File: src/rtl/rd_slot_scheduler.sv
// Read-slot scheduler: allocates, orders, retires and times out outstanding AXI reads for one ID.
// Optional statistics (max_outst_o, timeout_cnt_o) are built only when RD_SLOT_SCHED_STATS_EN is defined.
module rd_slot_scheduler #(
  parameter int NumSlots   = 4,
  parameter int CntWidth   = 8,
  parameter int LenWidth   = 8,
  parameter int BudgetBase = 16,
  parameter int BeatBudget = 2,
  localparam int IdxWidth  = $clog2(NumSlots)
) (
  input  logic                clk_i,
  input  logic                rst_ni,
  input  logic                ar_valid_i,
  input  logic                ar_ready_i,
  input  logic [LenWidth-1:0] ar_len_i,
  input  logic                r_valid_i,
  input  logic                r_ready_i,
  input  logic                r_last_i,
  input  logic                clear_i,
  output logic                full_o,
  output logic                empty_o,
  output logic [IdxWidth:0]   outstanding_o,
  output logic [IdxWidth-1:0] head_idx_o,
  output logic [IdxWidth-1:0] tail_idx_o,
  output logic                timeout_o,
  output logic [IdxWidth-1:0] timeout_slot_o,
  output logic                err_overflow_o,
  output logic                err_unexp_o,
  output logic [IdxWidth:0]   max_outst_o,
  output logic [7:0]          timeout_cnt_o
);

  localparam int FullW = LenWidth + 34;
  localparam logic [FullW-1:0] CntMax = {{(FullW-CntWidth){1'b0}}, {CntWidth{1'b1}}};
  localparam logic [IdxWidth:0] SlotCount = (IdxWidth+1)'(NumSlots);

  typedef enum logic [1:0] {IDLE, BUSY, TIMEOUT} state_e;

  state_e state_q, state_d;

  logic [NumSlots-1:0] busy_q;
  logic [CntWidth-1:0] cnt_q [NumSlots];
  logic [IdxWidth-1:0] next_q [NumSlots];
  logic [IdxWidth-1:0] head_q, tail_q, timeout_slot_q;
  logic [IdxWidth:0]   outstanding_q, outstanding_d;
  logic                err_overflow_q, err_unexp_q;

  logic                full, empty;
  logic                ar_hs, r_last_hs, alloc, rel;
  logic                free_found;
  logic [IdxWidth-1:0] free_idx;
  logic                expire_any;
  logic [IdxWidth-1:0] expire_idx;
  logic [FullW-1:0]    budget_full;
  logic [CntWidth-1:0] budget;

  assign ar_hs     = ar_valid_i & ar_ready_i;
  assign r_last_hs = r_valid_i & r_ready_i & r_last_i;
  assign alloc     = ar_hs & ~full & ~clear_i & free_found;
  assign rel       = r_last_hs & ~empty & (state_q != TIMEOUT) & ~clear_i;

  always_comb begin
    budget_full = FullW'(BudgetBase) + (FullW'(ar_len_i) + FullW'(1)) * FullW'(BeatBudget);
    budget      = (budget_full > CntMax) ? {CntWidth{1'b1}} : budget_full[CntWidth-1:0];
  end

  // Descending scans leave the lowest matching index in the result.
  always_comb begin
    free_found = 1'b0;
    free_idx   = '0;
    for (int i = NumSlots - 1; i >= 0; i--) begin
      if (!busy_q[i]) begin
        free_found = 1'b1;
        free_idx   = IdxWidth'(i);
      end
    end
  end

  always_comb begin
    expire_any = 1'b0;
    expire_idx = '0;
    for (int i = NumSlots - 1; i >= 0; i--) begin
      if (busy_q[i] && cnt_q[i] == '0 && !(rel && head_q == IdxWidth'(i))) begin
        expire_any = 1'b1;
        expire_idx = IdxWidth'(i);
      end
    end
  end

  always_comb begin
    if (clear_i) outstanding_d = '0;
    else         outstanding_d = outstanding_q + (IdxWidth+1)'(alloc) - (IdxWidth+1)'(rel);
  end

  always_ff @(posedge clk_i or negedge rst_ni) begin
    if (!rst_ni) state_q <= IDLE;
    else         state_q <= state_d;
  end

  always_comb begin
    state_d = state_q;
    case (state_q)
      IDLE: begin
        if (clear_i)    state_d = IDLE;
        else if (alloc) state_d = BUSY;
      end
      BUSY: begin
        if (clear_i)                 state_d = IDLE;
        else if (expire_any)         state_d = TIMEOUT;
        else if (outstanding_d == 0) state_d = IDLE;
      end
      TIMEOUT: begin
        if (clear_i) state_d = IDLE;
      end
      default: state_d = IDLE;
    endcase
  end

  always_comb begin
    full      = (outstanding_q == SlotCount) || (state_q == TIMEOUT);
    empty     = (outstanding_q == '0);
    timeout_o = (state_q == TIMEOUT);
  end

  // Slot list: released head and freshly allocated slot are excluded from the countdown.
  always_ff @(posedge clk_i or negedge rst_ni) begin
    if (!rst_ni) begin
      busy_q        <= '0;
      head_q        <= '0;
      tail_q        <= '0;
      outstanding_q <= '0;
      for (int i = 0; i < NumSlots; i++) begin
        cnt_q[i]  <= '0;
        next_q[i] <= '0;
      end
    end else if (clear_i) begin
      busy_q        <= '0;
      head_q        <= '0;
      tail_q        <= '0;
      outstanding_q <= '0;
      for (int i = 0; i < NumSlots; i++) begin
        cnt_q[i] <= '0;
      end
    end else if (state_q != TIMEOUT) begin
      for (int i = 0; i < NumSlots; i++) begin
        if (busy_q[i] && cnt_q[i] != '0 && !(rel && head_q == IdxWidth'(i))) begin
          cnt_q[i] <= cnt_q[i] - CntWidth'(1);
        end
      end
      if (rel) begin
        busy_q[head_q] <= 1'b0;
      end
      if (alloc) begin
        busy_q[free_idx] <= 1'b1;
        cnt_q[free_idx]  <= budget;
        tail_q           <= free_idx;
        if (!empty) next_q[tail_q] <= free_idx;
      end
      if (alloc && (empty || (rel && outstanding_q == (IdxWidth+1)'(1)))) begin
        head_q <= free_idx;
      end else if (rel) begin
        head_q <= next_q[head_q];
      end
      outstanding_q <= outstanding_d;
    end
  end

  always_ff @(posedge clk_i or negedge rst_ni) begin
    if (!rst_ni) begin
      timeout_slot_q <= '0;
    end else if (state_q == BUSY && state_d == TIMEOUT) begin
      timeout_slot_q <= expire_idx;
    end
  end

  always_ff @(posedge clk_i or negedge rst_ni) begin
    if (!rst_ni) begin
      err_overflow_q <= 1'b0;
      err_unexp_q    <= 1'b0;
    end else begin
      if (ar_hs && full) err_overflow_q <= 1'b1;
      if (r_last_hs && empty && state_q != TIMEOUT) err_unexp_q <= 1'b1;
    end
  end

`ifdef RD_SLOT_SCHED_STATS_EN
  logic [IdxWidth:0] max_outst_q;
  logic [7:0]        timeout_cnt_q;

  always_ff @(posedge clk_i or negedge rst_ni) begin
    if (!rst_ni) begin
      max_outst_q   <= '0;
      timeout_cnt_q <= '0;
    end else begin
      if (outstanding_d > max_outst_q) max_outst_q <= outstanding_d;
      if (state_q == BUSY && state_d == TIMEOUT && timeout_cnt_q != 8'hFF) begin
        timeout_cnt_q <= timeout_cnt_q + 8'd1;
      end
    end
  end

  assign max_outst_o   = max_outst_q;
  assign timeout_cnt_o = timeout_cnt_q;
`else
  assign max_outst_o   = '0;
  assign timeout_cnt_o = '0;
`endif

  assign full_o         = full;
  assign empty_o        = empty;
  assign outstanding_o  = outstanding_q;
  assign head_idx_o     = head_q;
  assign tail_idx_o     = tail_q;
  assign timeout_slot_o = timeout_slot_q;
  assign err_overflow_o = err_overflow_q;
  assign err_unexp_o    = err_unexp_q;

endmodule

File: config.mk
export PLATFORM = sky130hd
export DESIGN_NAME = rd_slot_scheduler
export DESIGN_NICKNAME = d
export VERILOG_FILES = /design/src/rtl/rd_slot_scheduler.sv
export SDC_FILE = /design/constraint.sdc
export NUM_CORES = 1
export LEC_CHECK = 0
export CORE_ASPECT_RATIO = 0.9
export CORE_MARGIN = 2
export CORE_UTILIZATION = 52
export DETAILED_ROUTE_END_ITERATION = 7
export GPL_TIMING_DRIVEN = 0
export PLACE_DENSITY = 0.74
export SYNTH_ARGS = -nofsm -noshare
export SYNTH_HDL_FRONTEND = slang
export SYNTH_SLANG_ARGS = --single-unit
export TNS_END_PERCENT = 100
File: constraint.sdc
create_clock -name clk_i -period 6.63 [get_ports clk_i]
set_clock_uncertainty 0.15 [all_clocks]
set_input_delay 1.326 -clock clk_i [delete_from_list [all_inputs] [get_ports clk_i]]
set_output_delay 1.326 -clock clk_i [all_outputs]
set_load 0.02 [all_outputs]
### Word level (Yosys, flattened, before mapping)

Cells that the tools add are included.
Widths: inputs -> output; s select.

| storage, ports and cells | value |
|---|---|
| register bits after elaboration | 57 |
| output and inout port bits | 25 |

| cells by class | value |
|---|---|
| $add $sub $neg | 8 |
| $lt $le $gt $ge | 10 |
| eq/ne operators | 9 |
| multiplexer cells | 68 |
| bitwise gates (word level) | 18 |
| reductions and logical operators | 54 |

Operators with widths:

| operator | count |
|---|---|
| $mux 8 | 14 |
| $mux 32 | 3 |
| $mux 2 | 24 |
| $bwmux 32 | 1 |
| $logic_not 8->1 | 4 |
| $reduce_bool 8->1 | 4 |
| $sub 8x1->8 const B | 4 |
| $logic_and 1x1->1 | 30 |
| $mux 4 | 6 |
| $demux 8 s2 | 1 |
| $add 5x10->11 const A | 1 |
| $gt 11x8->1 const B | 1 |
| $mux 1 | 10 |
| $add 8x1->9 const B | 1 |
| $and 1x1->1 | 9 |
| $ge 3x3->1 const B | 3 |
| $mux 3 | 3 |
| $not 2->3 | 3 |
| $bwmux 8 | 1 |
| $eq 2x2->1 const B | 4 |
| $logic_not 3->1 | 2 |
| $lt 2x3->1 const B | 2 |
| $lt 3x1->1 const B | 2 |
| $pmux 2 s3 | 1 |
| 21 further kinds | 33 |

### Depth between registers and ports, before layout

Gate-level depths: netlist (run 1).

| logic depth | value |
|---|---|
| depth in word-level cells | 17 |
| mapped depth | 15 |

### Worst setup path after synthesis (run 1)

OpenSTA, ideal clock, no wires.

| path | value |
|---|---|
| kind | input-to-reg |
| start | in clear_i |
| end | reg outstanding_q[2], in the netlist outstanding_o[2] |
| library setup time | 0.078 ns |
| arrival | 3.474 ns |
| required time | 6.402 ns |
| slack | 2.928 ns |
| cell stages on the path | 11 |
| path buffers | 1 |
| cell sequence | nor4_2 o21ai_1 clkbuf_1 ha_1 inv_1 ha_1 inv_1 fa_1 xnor2_1 or3_1 a21oi_1 |

| between the ends | value |
|---|---|
| longest elaborated chain between the ends | 8 |
| elaborated cells between the ends (all ways) | 10 |
| those cells by class | add/sub: 2; mux: 3; bitwise: 4; reduce/logical: 1 |

RTL lines:

| what | RTL line | source |
|---|---|---|
| from (decl) | 19 | `input logic clear_i,` |
| $not 1->1 (no line) | n/a |  |
| $and 1x1->1 (2 in series) | 59 | `assign alloc = ar_hs & ~full & ~clear_i & free_found;` |
| $add 3x1->3 | 92 | `else outstanding_d = outstanding_q + (IdxWidth+1)'(alloc) - (IdxWidth+1)'(rel);` |
| $sub 3x1->3 | 92 |  |
| $mux 3 | 91 | `if (clear_i) outstanding_d = '0;` |
| $mux 3 | 144 | `end else if (state_q != TIMEOUT) begin` |
| $mux 3 | 136 | `end else if (clear_i) begin` |
| to (signal assigned) | 164 | `outstanding_q <= outstanding_d;` |
| to (decl) | 45 | `logic [IdxWidth:0] outstanding_q, outstanding_d;` |

Parallel ways exist; a longest one is shown, timed or not. The select of a mux whose other input is x is not followed.
A chain may end at the register's enable or synchronous reset.

### Worst setup path in the final report (run 1)

Ends and elaborated chain as after synthesis.

==> impl_metrics.json, run 1 <==
{
  "netlist_top_cells_area": "dfrtp_1, nand2_1, o21ai_0, a21oi_1, a31oi_1",
  "initial_utilization_pct": 53.5,
  "seq_power_share_pct": 38.8,
  "worstMarginPinSlew_ps": 930,
  "first_global_vias": 4100,
  "dr_wl_met3_um": 1480,
  "arrival_ps": 4460,
  "grt.total_usage_pct": 30.7,
  "path_cells": "clkdlybuf4s50_1 -> nor4_2 -> o21ai_1 -> clkbuf_1 -> ha_1 -> inv_1 -> ha_1 -> inv_1 -> fa_1 -> xnor2_1 -> or3_1 -> a21oi_1",
  "maxSlewHeadroom_pct": 37.6,
  "critPathSlowestCell": "clkdlybuf4s50_1",
  "synth.top_cell.area_share_pct": 33.2,
  "endpoint_kind": "flip-flop",
  "fp.dieW_um": 99.8,
  "drive_gt1_share_pct": 13.1,
  "power_leakage_uw": 0.00210,
  "cts-root-buf": "clkbuf_8",
  "m1WireLength_um": 5590,
  "insertion_delay_ps": 350,
  "fin_crit_sh_pct": 65.6,
  "intPower_uw": 677,
  "fmax_mhz": 230,
  "drc": 0,
  "hold_slack_ps": 322,
  "post_drt_via_cell_ratio": 6.80,
  "fp.dieH_um": 90.2,
  "path_clk_slew_ps": 80,
  "grt_setup_unrepaired": "false",
  "yosysMostFrequentCell": "dfrtp_1",
  "dieArea_um2": 9000,
  "synth_top_cell_by_area": "dfrtp_1",
  "dr_wl_met2_um": 6210,
  "synthFlopType": "dfrtp_1",
  "num_io_pins": 41,
  "first_pass_iters": 7,
  "switchingPower_uw": 300,
  "setup_tns_ps": 0,
  "ys_warn_count": 0,
  "hpwl_um": 9770,
  "fillers": 707,
  "irDropWorstVdd_mv": 0.131,
  "area_growth_pct": 16.1,
  "wire_per_inst_um": 20.7,
  "synthesis.area_um2": 4290,
  "rows": 31,
  "total_power_uw": 976,
  "worst_ep_required_time_ps": 6740,
  "seq_area_frac_synth_pct": 33.2,
  "hold_class": "reg2reg",
  "overflow": 0,
  "combPwrFrac_pct": 21.8,
  "core_um2": 8030,
  "ys_seq_elements": 57,
  "start_kind": "primary input",
  "grt_max_degree": 36,
  "drt_wl_total_um": 13600,
  "cts_tree": "done",
  "crit_fanout": 10,
  "timing.critical_path.buf_inv": 4,
  "cpLargestDelayFamily": "buffers and inverters",
  "ant_nets": 0,
  "finalNetCount": 577,
  "h-tree-depth": 3,
  "clock_path_buffers": 2,
  "ys_types": 85,
  "fin_crit_ps": 4350,
  "outcome": "complete, no violations",
  "slew_viol_final": 0,
  "topRoutingLayerUsed": "met4",
  "cts_hold_buf": 0,
  "portBuffers": 28,
  "grt_antenna_before_repair": 0,
  "finalHoldViolations": 0,
  "synth_edf_count": 0,
  "p_sw_share_pct": 30.7,
  "cp_slowest_stage_delay_ps": 530,
  "finalWeightedCongestion": 0.954,
  "synthCells": 502,
  "cts_setup_buffers": 0,
  "synth_common_cells": "dfrtp_1, nand2_1, o21ai_0",
  "diodes": 0,
  "cts_buffers": 9,
  "synth-async-reset-ratio_pct": 100,
  "p_clk_share_pct": 39.5,
  "final-setup-viol-count": 0,
  "syn_area_per_cell_um2": 8.55,
  "path_class": "in2reg",
  "cts_resized": 0,
  "finish.utilization_pct": 62.1,
  "drt_iter0_drc": 574,
  "grt_pass1_wl_um": 22000,
  "maxCapViolCount": 0,
  "via_count": 4463,
  "numClockSinks": 57,
  "powerDensity_nw_per_um2": 196
}
[cell families (layout without fill, tap and decap cells)]
logic type | after synthesis | count (layout) | synth area share (%)
mux | 16 | 16 | 4.58
fa+ha+maj | 9 | 9 | 2.80
xor+xnor | 10 | 10 | 2.04
buf+inv | 66 | 111 | 7.58
simple gates | 183 | 183 | 23.3
other cells | 1 | 11 | 0.0874
compound gates | 160 | 160 | 26.4
flops | 57 | 57 | 33.2
[final cells by class]
| cell class | count | area [um2] | area share, % |
|---|---|---|---|
| multi-input cells | 389 | 2580 | 51.7 |
| inverters | 22 | 85.1 | 1.71 |
| clock buffers | 11 | 151 | 3.04 |
| plain buffers | 44 | 240 | 4.82 |
| repair buffers | 29 | 303 | 6.07 |
| clock inverters | 5 | 77.6 | 1.56 |
| flip-flops and latches | 57 | 1430 | 28.6 |
| well taps | 99 | 124 | 2.48 |
[state kept, by name (all words and copies together), names as in the netlist]
register and count:
cnt_q 32, tail_idx_o 2, next_q 8, busy_q 4, head_idx_o 2, err_overflow_o 1, timeout_slot_o 2, state_q 2
outstanding_o 3, err_unexp_o 1
[path summary, 6_finish.rpt]
check / from / end / slack, ps / cells after the start
max: clear_i / outstanding_o[2]$_DFFE_PN0P_ / 2280 / 12
min: err_overflow_o$_DFFE_PN0P_ / err_overflow_o$_DFFE_PN0P_ / 320 / 1
max reg2reg: outstanding_o[1]$_DFFE_PN0P_ / outstanding_o[2]$_DFFE_PN0P_ / 3150 / 12
min reg2reg: err_overflow_o$_DFFE_PN0P_ / err_overflow_o$_DFFE_PN0P_ / 320 / 1
max in group asynchronous: rst_ni / busy_q[3]$_DFFE_PN0P_ / 4790 / 2
min in group asynchronous: rst_ni / cnt_q[28]$_DFFE_PN0P_ / 930 / 1
[cells in the final DEF (no fill, tap or decap), types with 8 or more instances in the layout]
master / netlist / routed
clkbuf_1: 17 / 17
nand2_1: 42 / 42
clkdlybuf4s50_1: 0 / 27
a21oi_1: 26 / 26
mux2_2: 9 / 9
o21ai_0: 31 / 31
buf_2: 11 / 12
dfrtp_1: 57 / 57
inv_1: 19 / 19
nor2_1: 28 / 28
buf_4: 12 / 12
nor4_1: 14 / 14
nor3_1: 20 / 20
a31oi_1: 18 / 18
clkbuf_8: 0 / 11
ha_1: 8 / 8
conb_1: 1 / 11
nand2b_1: 9 / 9
nand3_1: 21 / 21
[power groups by stage]
stage               combinational (uW)  clock, uW  sequential (uW)
detailed placement                 206          0              385
finish                             212        385              378
CTS                                207        384              378
floorplan                          126          0              389
global placement                   201          0              384
global route                       229        400              380
[routing by layer]
layer,track usage [%],vias up
met5,0,-
met4,8.79,0
met3,5.52,46
met2,45.7,281
met1,45.5,2121
li1,-,2015
[per-stage QoR]
step / cells / area (um2) / worst slack [ps]
after floorplan: 512 / 4330 / 2930
after global placement: 639 / 4730 / 2050
after detailed placement: 640 / 4760 / 1990
after CTS: 656 / 4990 / 2320
after global routing: 656 / 4990 / 2100
final: 656 / 4990 / 2280
Note: power is estimated with default switching activity, not from simulation.
==> run 2, diff against run 1 <==
==> constraint.sdc (replaced) <==
create_clock -name clk_i -period 4.2 [get_ports clk_i]
set_clock_uncertainty 0.15 [all_clocks]
set_input_delay 0.84 -clock clk_i [delete_from_list [all_inputs] [get_ports clk_i]]
set_output_delay 0.84 -clock clk_i [all_outputs]
set_load 0.02 [all_outputs]
==> results of run 2 <==
The final DEF is identical to that of run 1. Status: complete, no violations.
Main changes from that run: setup slack after placement 1990 ps -> 45.9 ps; setup slack after layout 2280 ps -> 337 ps; register-to-register setup slack 3150 ps -> 720 ps; total power 976 uW -> 1540 uW; worst IR drop on VDD 0.131 mV -> 0.207 mV
